<file path="src/rtl/mem_wb_stage_pkg.sv">
// Shared definitions for the MEM/WB stage.
// Holds default widths, the $zero register index and the writeback-select encoding.
package mem_wb_stage_pkg;

  localparam int unsigned NB_DATA_DEF = 32;
  localparam int unsigned NB_REG_DEF  = 5;
  localparam int unsigned CNT_W_DEF   = 32;
  localparam int unsigned REG_ZERO    = 0;

  typedef enum logic [0:0] {
    WB_SEL_ALU = 1'b0,
    WB_SEL_MEM = 1'b1
  } wb_sel_e;

endpackage

</file>
<file path="src/rtl/mem_wb_stage_if.sv">
// MEM/WB stage bus: MEM-side entry and control inputs plus writeback/forwarding outputs.
// The slave modport belongs to the stage; the master modport belongs to the upstream driver.
interface mem_wb_stage_if #(
  parameter int CNT_W   = 32,
  parameter int NB_DATA = 32,
  parameter int NB_REG  = 5
);
  logic               stall_in;
  logic               flush_in;
  logic               valid_in;
  logic [NB_DATA-1:0] read_data_in;
  logic [NB_DATA-1:0] alu_result_in;
  logic [NB_REG-1:0]  write_register_in;
  logic               reg_write_in;
  logic               mem_to_reg_in;
  logic               halt_in;
  logic [NB_DATA-1:0] wb_write_data_out;
  logic [NB_REG-1:0]  wb_write_register_out;
  logic               wb_reg_write_out;
  logic               fwd_valid_out;
  logic [CNT_W-1:0]   retired_count_out;
  logic               halt_out;

  modport slave (
    input  stall_in, flush_in, valid_in, read_data_in, alu_result_in,
           write_register_in, reg_write_in, mem_to_reg_in, halt_in,
    output wb_write_data_out, wb_write_register_out, wb_reg_write_out,
           fwd_valid_out, retired_count_out, halt_out
  );

  modport master (
    output stall_in, flush_in, valid_in, read_data_in, alu_result_in,
           write_register_in, reg_write_in, mem_to_reg_in, halt_in,
    input  wb_write_data_out, wb_write_register_out, wb_reg_write_out,
           fwd_valid_out, retired_count_out, halt_out
  );
endinterface

</file>
<file path="src/rtl/mem_wb_stage_wb_mux.sv">
// Writeback source select; new sources (e.g. link PC) extend the select encoding.
module mem_wb_stage_wb_mux
  import mem_wb_stage_pkg::*;
#(
  parameter int NB_DATA = 32
) (
  input  wb_sel_e            i_sel,
  input  logic [NB_DATA-1:0] i_read_data,
  input  logic [NB_DATA-1:0] i_alu_result,
  output logic [NB_DATA-1:0] o_data
);

  always_comb begin
    o_data = i_alu_result;
    case (i_sel)
      WB_SEL_ALU: o_data = i_alu_result;
      WB_SEL_MEM: o_data = i_read_data;
      default:    o_data = i_alu_result;
    endcase
  end

endmodule

</file>
<file path="src/rtl/mem_wb_stage.sv">
// MEM/WB pipeline register with writeback select, sticky halt and saturating retire counter.
// Outputs are combinational from the pipeline registers, so a capture is visible right after its edge.
module mem_wb_stage
  import mem_wb_stage_pkg::*;
#(
  parameter int CNT_W   = 32,
  parameter int NB_DATA = 32,
  parameter int NB_REG  = 5
) (
  input  logic           clk,
  input  logic           reset,
  mem_wb_stage_if.slave  bus
);

  logic               r_valid;
  logic [NB_DATA-1:0] r_read_data;
  logic [NB_DATA-1:0] r_alu_result;
  logic [NB_REG-1:0]  r_write_register;
  logic               r_reg_write;
  logic               r_mem_to_reg;
  logic               r_halt;
  logic [CNT_W-1:0]   r_retired;
  logic               r_halt_sticky;

  logic               w_load;
  logic               w_retire;
  wb_sel_e            w_wb_sel;
  logic [NB_DATA-1:0] w_wb_data;

  // Flush outranks stall, so a held entry can still be replaced by a bubble.
  assign w_load   = ~bus.flush_in & ~bus.stall_in;
  assign w_retire = w_load & bus.valid_in;

  always_ff @(posedge clk) begin
    if (reset) begin
      r_valid          <= 1'b0;
      r_read_data      <= '0;
      r_alu_result     <= '0;
      r_write_register <= '0;
      r_reg_write      <= 1'b0;
      r_mem_to_reg     <= 1'b0;
      r_halt           <= 1'b0;
    end else if (bus.flush_in) begin
      r_valid     <= 1'b0;
      r_reg_write <= 1'b0;
      r_halt      <= 1'b0;
    end else if (w_load) begin
      r_valid          <= bus.valid_in;
      r_read_data      <= bus.read_data_in;
      r_alu_result     <= bus.alu_result_in;
      r_write_register <= bus.write_register_in;
      r_reg_write      <= bus.valid_in & bus.reg_write_in;
      r_mem_to_reg     <= bus.mem_to_reg_in;
      r_halt           <= bus.valid_in & bus.halt_in;
    end
  end

  always_ff @(posedge clk) begin
    if (reset) begin
      r_retired <= '0;
    end else if (w_retire && !(&r_retired)) begin
      r_retired <= r_retired + CNT_W'(1);
    end
  end

  // Halt latches once a valid HALT sits in the register and survives flushes.
  always_ff @(posedge clk) begin
    if (reset) begin
      r_halt_sticky <= 1'b0;
    end else if (r_valid && r_halt) begin
      r_halt_sticky <= 1'b1;
    end
  end

  assign w_wb_sel = r_mem_to_reg ? WB_SEL_MEM : WB_SEL_ALU;

  mem_wb_stage_wb_mux #(
    .NB_DATA (NB_DATA)
  ) u_wb_mux (
    .i_sel        (w_wb_sel),
    .i_read_data  (r_read_data),
    .i_alu_result (r_alu_result),
    .o_data       (w_wb_data)
  );

  assign bus.wb_write_data_out     = w_wb_data;
  assign bus.wb_write_register_out = r_write_register;
  assign bus.wb_reg_write_out      = r_valid & r_reg_write &
                                     (r_write_register != NB_REG'(REG_ZERO));
  assign bus.fwd_valid_out         = bus.wb_reg_write_out;
  assign bus.retired_count_out     = r_retired;
  assign bus.halt_out              = r_halt_sticky;

endmodule

</file>
<file path="src/flat_wrapper.sv">
// flat-port wrapper written by rule: the top's interface ports become plain ports
module mem_wb_stage_flat import mem_wb_stage_pkg::*;
#(
  parameter int CNT_W   = 32,
  parameter int NB_DATA = 32,
  parameter int NB_REG  = 5
)
  (clk, reset, bus_stall_in, bus_flush_in, bus_valid_in, bus_read_data_in, bus_alu_result_in, bus_write_register_in, bus_reg_write_in, bus_mem_to_reg_in, bus_halt_in, bus_wb_write_data_out, bus_wb_write_register_out, bus_wb_reg_write_out, bus_fwd_valid_out, bus_retired_count_out, bus_halt_out);
  mem_wb_stage_if #(.CNT_W(CNT_W), .NB_DATA(NB_DATA), .NB_REG(NB_REG)) bus_i ();
  input  logic clk;
  input  logic reset;
  input wire logic [$bits(bus_i.stall_in)-1:0] bus_stall_in;
  input wire logic [$bits(bus_i.flush_in)-1:0] bus_flush_in;
  input wire logic [$bits(bus_i.valid_in)-1:0] bus_valid_in;
  input wire logic [$bits(bus_i.read_data_in)-1:0] bus_read_data_in;
  input wire logic [$bits(bus_i.alu_result_in)-1:0] bus_alu_result_in;
  input wire logic [$bits(bus_i.write_register_in)-1:0] bus_write_register_in;
  input wire logic [$bits(bus_i.reg_write_in)-1:0] bus_reg_write_in;
  input wire logic [$bits(bus_i.mem_to_reg_in)-1:0] bus_mem_to_reg_in;
  input wire logic [$bits(bus_i.halt_in)-1:0] bus_halt_in;
  output wire logic [$bits(bus_i.wb_write_data_out)-1:0] bus_wb_write_data_out;
  output wire logic [$bits(bus_i.wb_write_register_out)-1:0] bus_wb_write_register_out;
  output wire logic [$bits(bus_i.wb_reg_write_out)-1:0] bus_wb_reg_write_out;
  output wire logic [$bits(bus_i.fwd_valid_out)-1:0] bus_fwd_valid_out;
  output wire logic [$bits(bus_i.retired_count_out)-1:0] bus_retired_count_out;
  output wire logic [$bits(bus_i.halt_out)-1:0] bus_halt_out;
  assign bus_i.stall_in = bus_stall_in;
  assign bus_i.flush_in = bus_flush_in;
  assign bus_i.valid_in = bus_valid_in;
  assign bus_i.read_data_in = bus_read_data_in;
  assign bus_i.alu_result_in = bus_alu_result_in;
  assign bus_i.write_register_in = bus_write_register_in;
  assign bus_i.reg_write_in = bus_reg_write_in;
  assign bus_i.mem_to_reg_in = bus_mem_to_reg_in;
  assign bus_i.halt_in = bus_halt_in;
  assign bus_wb_write_data_out = bus_i.wb_write_data_out;
  assign bus_wb_write_register_out = bus_i.wb_write_register_out;
  assign bus_wb_reg_write_out = bus_i.wb_reg_write_out;
  assign bus_fwd_valid_out = bus_i.fwd_valid_out;
  assign bus_retired_count_out = bus_i.retired_count_out;
  assign bus_halt_out = bus_i.halt_out;
  mem_wb_stage #(.CNT_W(CNT_W), .NB_DATA(NB_DATA), .NB_REG(NB_REG)) u_core (.clk(clk), .reset(reset), .bus(bus_i));
endmodule
</file>
<file path="config.mk">
export PLATFORM = sky130hd
export DESIGN_NAME = mem_wb_stage_flat
export DESIGN_NICKNAME = d
export VERILOG_FILES = /design/src/rtl/mem_wb_stage_pkg.sv /design/src/rtl/mem_wb_stage_if.sv /design/src/rtl/mem_wb_stage_wb_mux.sv /design/src/rtl/mem_wb_stage.sv /design/src/flat_wrapper.sv
export SDC_FILE = /design/constraint.sdc
export NUM_CORES = 1
export LEC_CHECK = 0
export BUFFER_PORTS_ARGS = -buffer_cell sky130_fd_sc_hd__buf_2
export CORE_ASPECT_RATIO = 0.75
export CORE_MARGIN = 2
export CORE_UTILIZATION = 30
export CTS_BUF_LIST = sky130_fd_sc_hd__clkbuf_8
export CTS_CLUSTER_SIZE = 10
export DETAILED_ROUTE_END_ITERATION = 8
export GPL_ROUTABILITY_DRIVEN = 0
export HOLD_SLACK_MARGIN = 0.1
export MAX_ROUTING_LAYER = met4
export PLACE_DENSITY = 0.62
export SLEW_MARGIN = 40
export SYNTH_ARGS = -nofsm -noshare
export SYNTH_HDL_FRONTEND = slang
export SYNTH_SLANG_ARGS = --single-unit
</file>
<file path="constraint.sdc">
create_clock -name clk -period 3.7 [get_ports clk]
set_input_delay 1.11 -clock clk [delete_from_list [all_inputs] [get_ports clk]]
set_output_delay 1.11 -clock clk [all_outputs]
set_load 0.005 [all_outputs]
</file>
==> results.md <==
- Cts bufs inserted: 9
- Critical Path Max Stage Delay: 580 ps
- Setup slack of the worst register-to-register path: 1200 ps
- Final standard cell utilization of the core: 39.1%
- Buf+Inv Stages, Crit Path: 2
- Worst-path cell chain: buf_4, mux2_2, buf_2
- CTS H-tree lvls: 3
- Sw Share: 23.7%
- Internal power: 0.00166 W
- 1st-iter DRT viols: 182
- Maximum clock rate: 339 MHz
- Final Critical Period: 2950 ps
- Detail Route Antenna Nets: 0
- Cell at the slowest stage of the critical path: sky130_fd_sc_hd__dfxtp_2
- Total Neg Setup Slack: 0 ps
- Avg Synthesized Cell Area: 8.31 um2
- Critical register-to-register path startpoint: u_core.bus.retired_count_out[9]
- Synthesized net count: 626
- Number of global-route vias before repair: 3813
- CTS tree: built
- DP Wirelength: 8450 um
- Post-synthesis share of cell area spent on and, or, nand and nor gates: 22.8%
- Largest net degree at the start of global routing: 85
- Total number of vias: 4162
- Largest fanout on the critical path: 20
- Share of Yosys cell area claimed by the top area cell type: 46.6%
- Post-synthesis share of cell area spent on full adders, half adders and majority gates: 0.275%
- Capturing point of the worst reg2reg path: u_core.bus.retired_count_out[29]
- Number of warnings printed during yosys synthesis: 0
- CTS clk-pin slew, worst paths: 100 ps
- 1st-pass router iterations: 4
- Part of the power in combinational logic: 9.0%
- Worst path setup slack after routing: 751 ps
- Path type of the worst setup path: reg2out
- Number of port buffers: 148
- Max Slew Vio Count: 0
- Worst-case headroom to the max-slew limit: 54.9%
- Final-report hold violation count: 0
- Height of the chip: 111 um
- Post-synthesis mux area share: 8.87%
- Data required time at the worst endpoint: 2590 ps
- Initial Util: 31.1%
- Post-route clock period utilization: 79.7%
- Worst min-delay path endpoint: u_core.r_alu_result[6]
- Number of hold buffers added after CTS: 0
- Synthesized-area fraction occupied by xor and xnor cells: 2.69%
- Post-synthesis to final-layout area growth: 25.7%
- Number of gates resized after CTS: 0
- Die X: 146 um
- Die outline area: 16200 um2
- NumNets Final: 755
- Overflow after GRT: 0
- # setup viols final: 0
- Number of flops mapped to enable cells by yosys: 0
- Cell depth of the worst flop-to-flop path: 5
- Hold path cells: 2
- Critical path arrival: 1840 ps
- First-pass GRT wire length: 19700 um
- Post-CTS Setup Repair Bufs: 0
- Distinct cell type count after synthesis: 47
- Io pins: 149
- Overall routing resource usage: 15.4%
- Share of synthesized registers carrying an async set or reset: 0%
- Commonest non-fill, non-tap cells in the layout: sky130_fd_sc_hd__nand2_1, sky130_fd_sc_hd__buf_2, sky130_fd_sc_hd__dfxtp_1
- Portion of the post-synthesis area used by sequential elements: 46.6%
- Vias per std cell: 4.72
- Worst clock skew: 4.22 ps
- Worst-case clock buffer depth: 2
- Number of remaining DRC errors: 0
- Number of violations of the max-capacitance limit: 0
- Number of synthesized register bits: 106
- Clock Power Share: 36.1%
- Outcome: complete, no violations
- Leakage power total: 2.38 nW
- Wirelength per Cell: 13.9 um
- Sequential cell fraction of total power: 54.9%
- Startpoint of the worst hold path: u_core.r_alu_result[6]
- Total of fill cells in the finished design: 1587
- Startpoint type of the worst setup path: register
- Switching power: 0.000518 W
- Class of the worst hold path: reg2reg
- CTS Sinks: 106
- Dominant cells by area after synthesis: sky130_fd_sc_hd__dfxtp_1, sky130_fd_sc_hd__nand2_1, sky130_fd_sc_hd__a21oi_1
- Floorplan Core Area: 14600 um2
- Buffer type at the clock tree root: sky130_fd_sc_hd__clkbuf_8
- # rows: 38
- Layout cells sized above 1: 31.7%
- Worst slack, placed: 628 ps
- Total length of routed wires: 12200 um
- Largest family of logic cells by synthesized area: simple AND/OR/NAND/NOR gates
- Slew at the pin with the worst max-slew slack: 675 ps
- Category of the worst setup path capture point: output port
- ANT cells: 0
- Post-synth design cell area: 4550 um2
- Compound-cell area share of the yosys netlist: 15.2%
- Power density over cell area: 381 nW/um2
- Setup repair after global routing missed its margin: false
- Delay-heaviest family, CP: flip-flops
- Cells after Synth: 548
- Post-synth top area cell: sky130_fd_sc_hd__dfxtp_1
- Max IR drop VDD: 0.179 mV
- Clock latency at the later pin of the worst-skew pair: 380 ps
- Most common cell after layout, fill and taps aside: sky130_fd_sc_hd__nand2_1
- Number of antenna violations at the first check in global routing: 0
- Worst hold margin: 455 ps
- Most common flop cell mapped by yosys: sky130_fd_sc_hd__dfxtp_1
[cell type report]
class | count | area (um2) | share of cell area [%]
Clock inverter | 6 | 82.6 | 1.44
Inverter | 5 | 18.8 | 0.328
Tap cell | 200 | 250 | 4.37
Multi-Input combinational cell | 400 | 2290 | 39.9
Clock buffer | 10 | 138 | 2.40
Timing Repair Buffer | 155 | 825 | 14.4
Sequential cell | 106 | 2120 | 37.1
[how the worst max path moves through the flow]
| stage | startpoint | cells past startpoint | slack [ps] | to |
|---|---|---|---|---|
| floorplan | bus_stall_in | 6 | 740 | u_core.bus.retired_count_out[29] |
| global placement | bus_stall_in | 6 | 670 | u_core.bus.retired_count_out[29] |
| detailed placement | bus_stall_in | 6 | 630 | u_core.bus.retired_count_out[29] |
| CTS | u_core.r_mem_to_reg | 3 | 680 | bus_wb_write_data_out[20] |
| global route | u_core.r_mem_to_reg | 3 | 650 | bus_wb_write_data_out[26] |
| finish | u_core.r_mem_to_reg | 3 | 750 | bus_wb_write_data_out[23] |
[logic make-up after synthesis]
logic type / Yosys count
mux: 36
compound gates: 118
simple gates: 231
fa+ha+maj: 1
buf+inv: 42
flops: 106
xor+xnor: 14
[layer usage]
layer	part of all wire, %	track usage, %
met1	50	20.9
met4	1.2	4.66
met2	44	22.9
met5	0	-
met3	5.4	3.66
[worst register-to-register path: stages (launching register included)]
cell	delay, ps
sky130_fd_sc_hd__dfxtp_1	500
sky130_fd_sc_hd__nand4_2	190
sky130_fd_sc_hd__or4_1	670
sky130_fd_sc_hd__a2111o_1	490
sky130_fd_sc_hd__nor3_1	190
sky130_fd_sc_hd__mux2_2	360
[metrics by stage]
step | instance area, um2 | instances | power [W]
2_1_floorplan | 4550 | 548 | 0.00133
3_3_place_gp | 5490 | 866 | 0.00142
3_5_place_dp | 5490 | 866 | 0.00142
4_1_cts | 5710 | 882 | 0.00223
5_1_grt | 5720 | 882 | 0.00229
6_report | 5720 | 882 | 0.00218
[power groups by stage]
| stage | registers [W] | clock network (W) | logic, W |
|---|---|---|---|
| after detailed placement | 0.00122 | 0 | 0.000199 |
| after global routing | 0.00120 | 0.000867 | 0.000222 |
| after CTS | 0.00120 | 0.000828 | 0.000201 |
| after floorplan | 0.00122 | 0 | 0.000111 |
| final | 0.00120 | 0.000787 | 0.000196 |
| after global placement | 0.00122 | 0 | 0.000198 |
[Yosys cell counts (all sizes together), types with 2 or more instances]
master,instances
clkbuf,34
buf,3
inv,5
a311oi,5
a2111oi,3
o311ai,2
a31oi,2
nand4,5
a22oi,2
nor2,23
o21ai,10
nor2b,4
nor3,6
xnor2,11
dfxtp,106
mux2,35
or4,6
xor2,3
o31ai,4
nand3,11
nor4,4
nand2,151
a21oi,84
or2,2
or3,11
(Power assumes the default switching activity.)
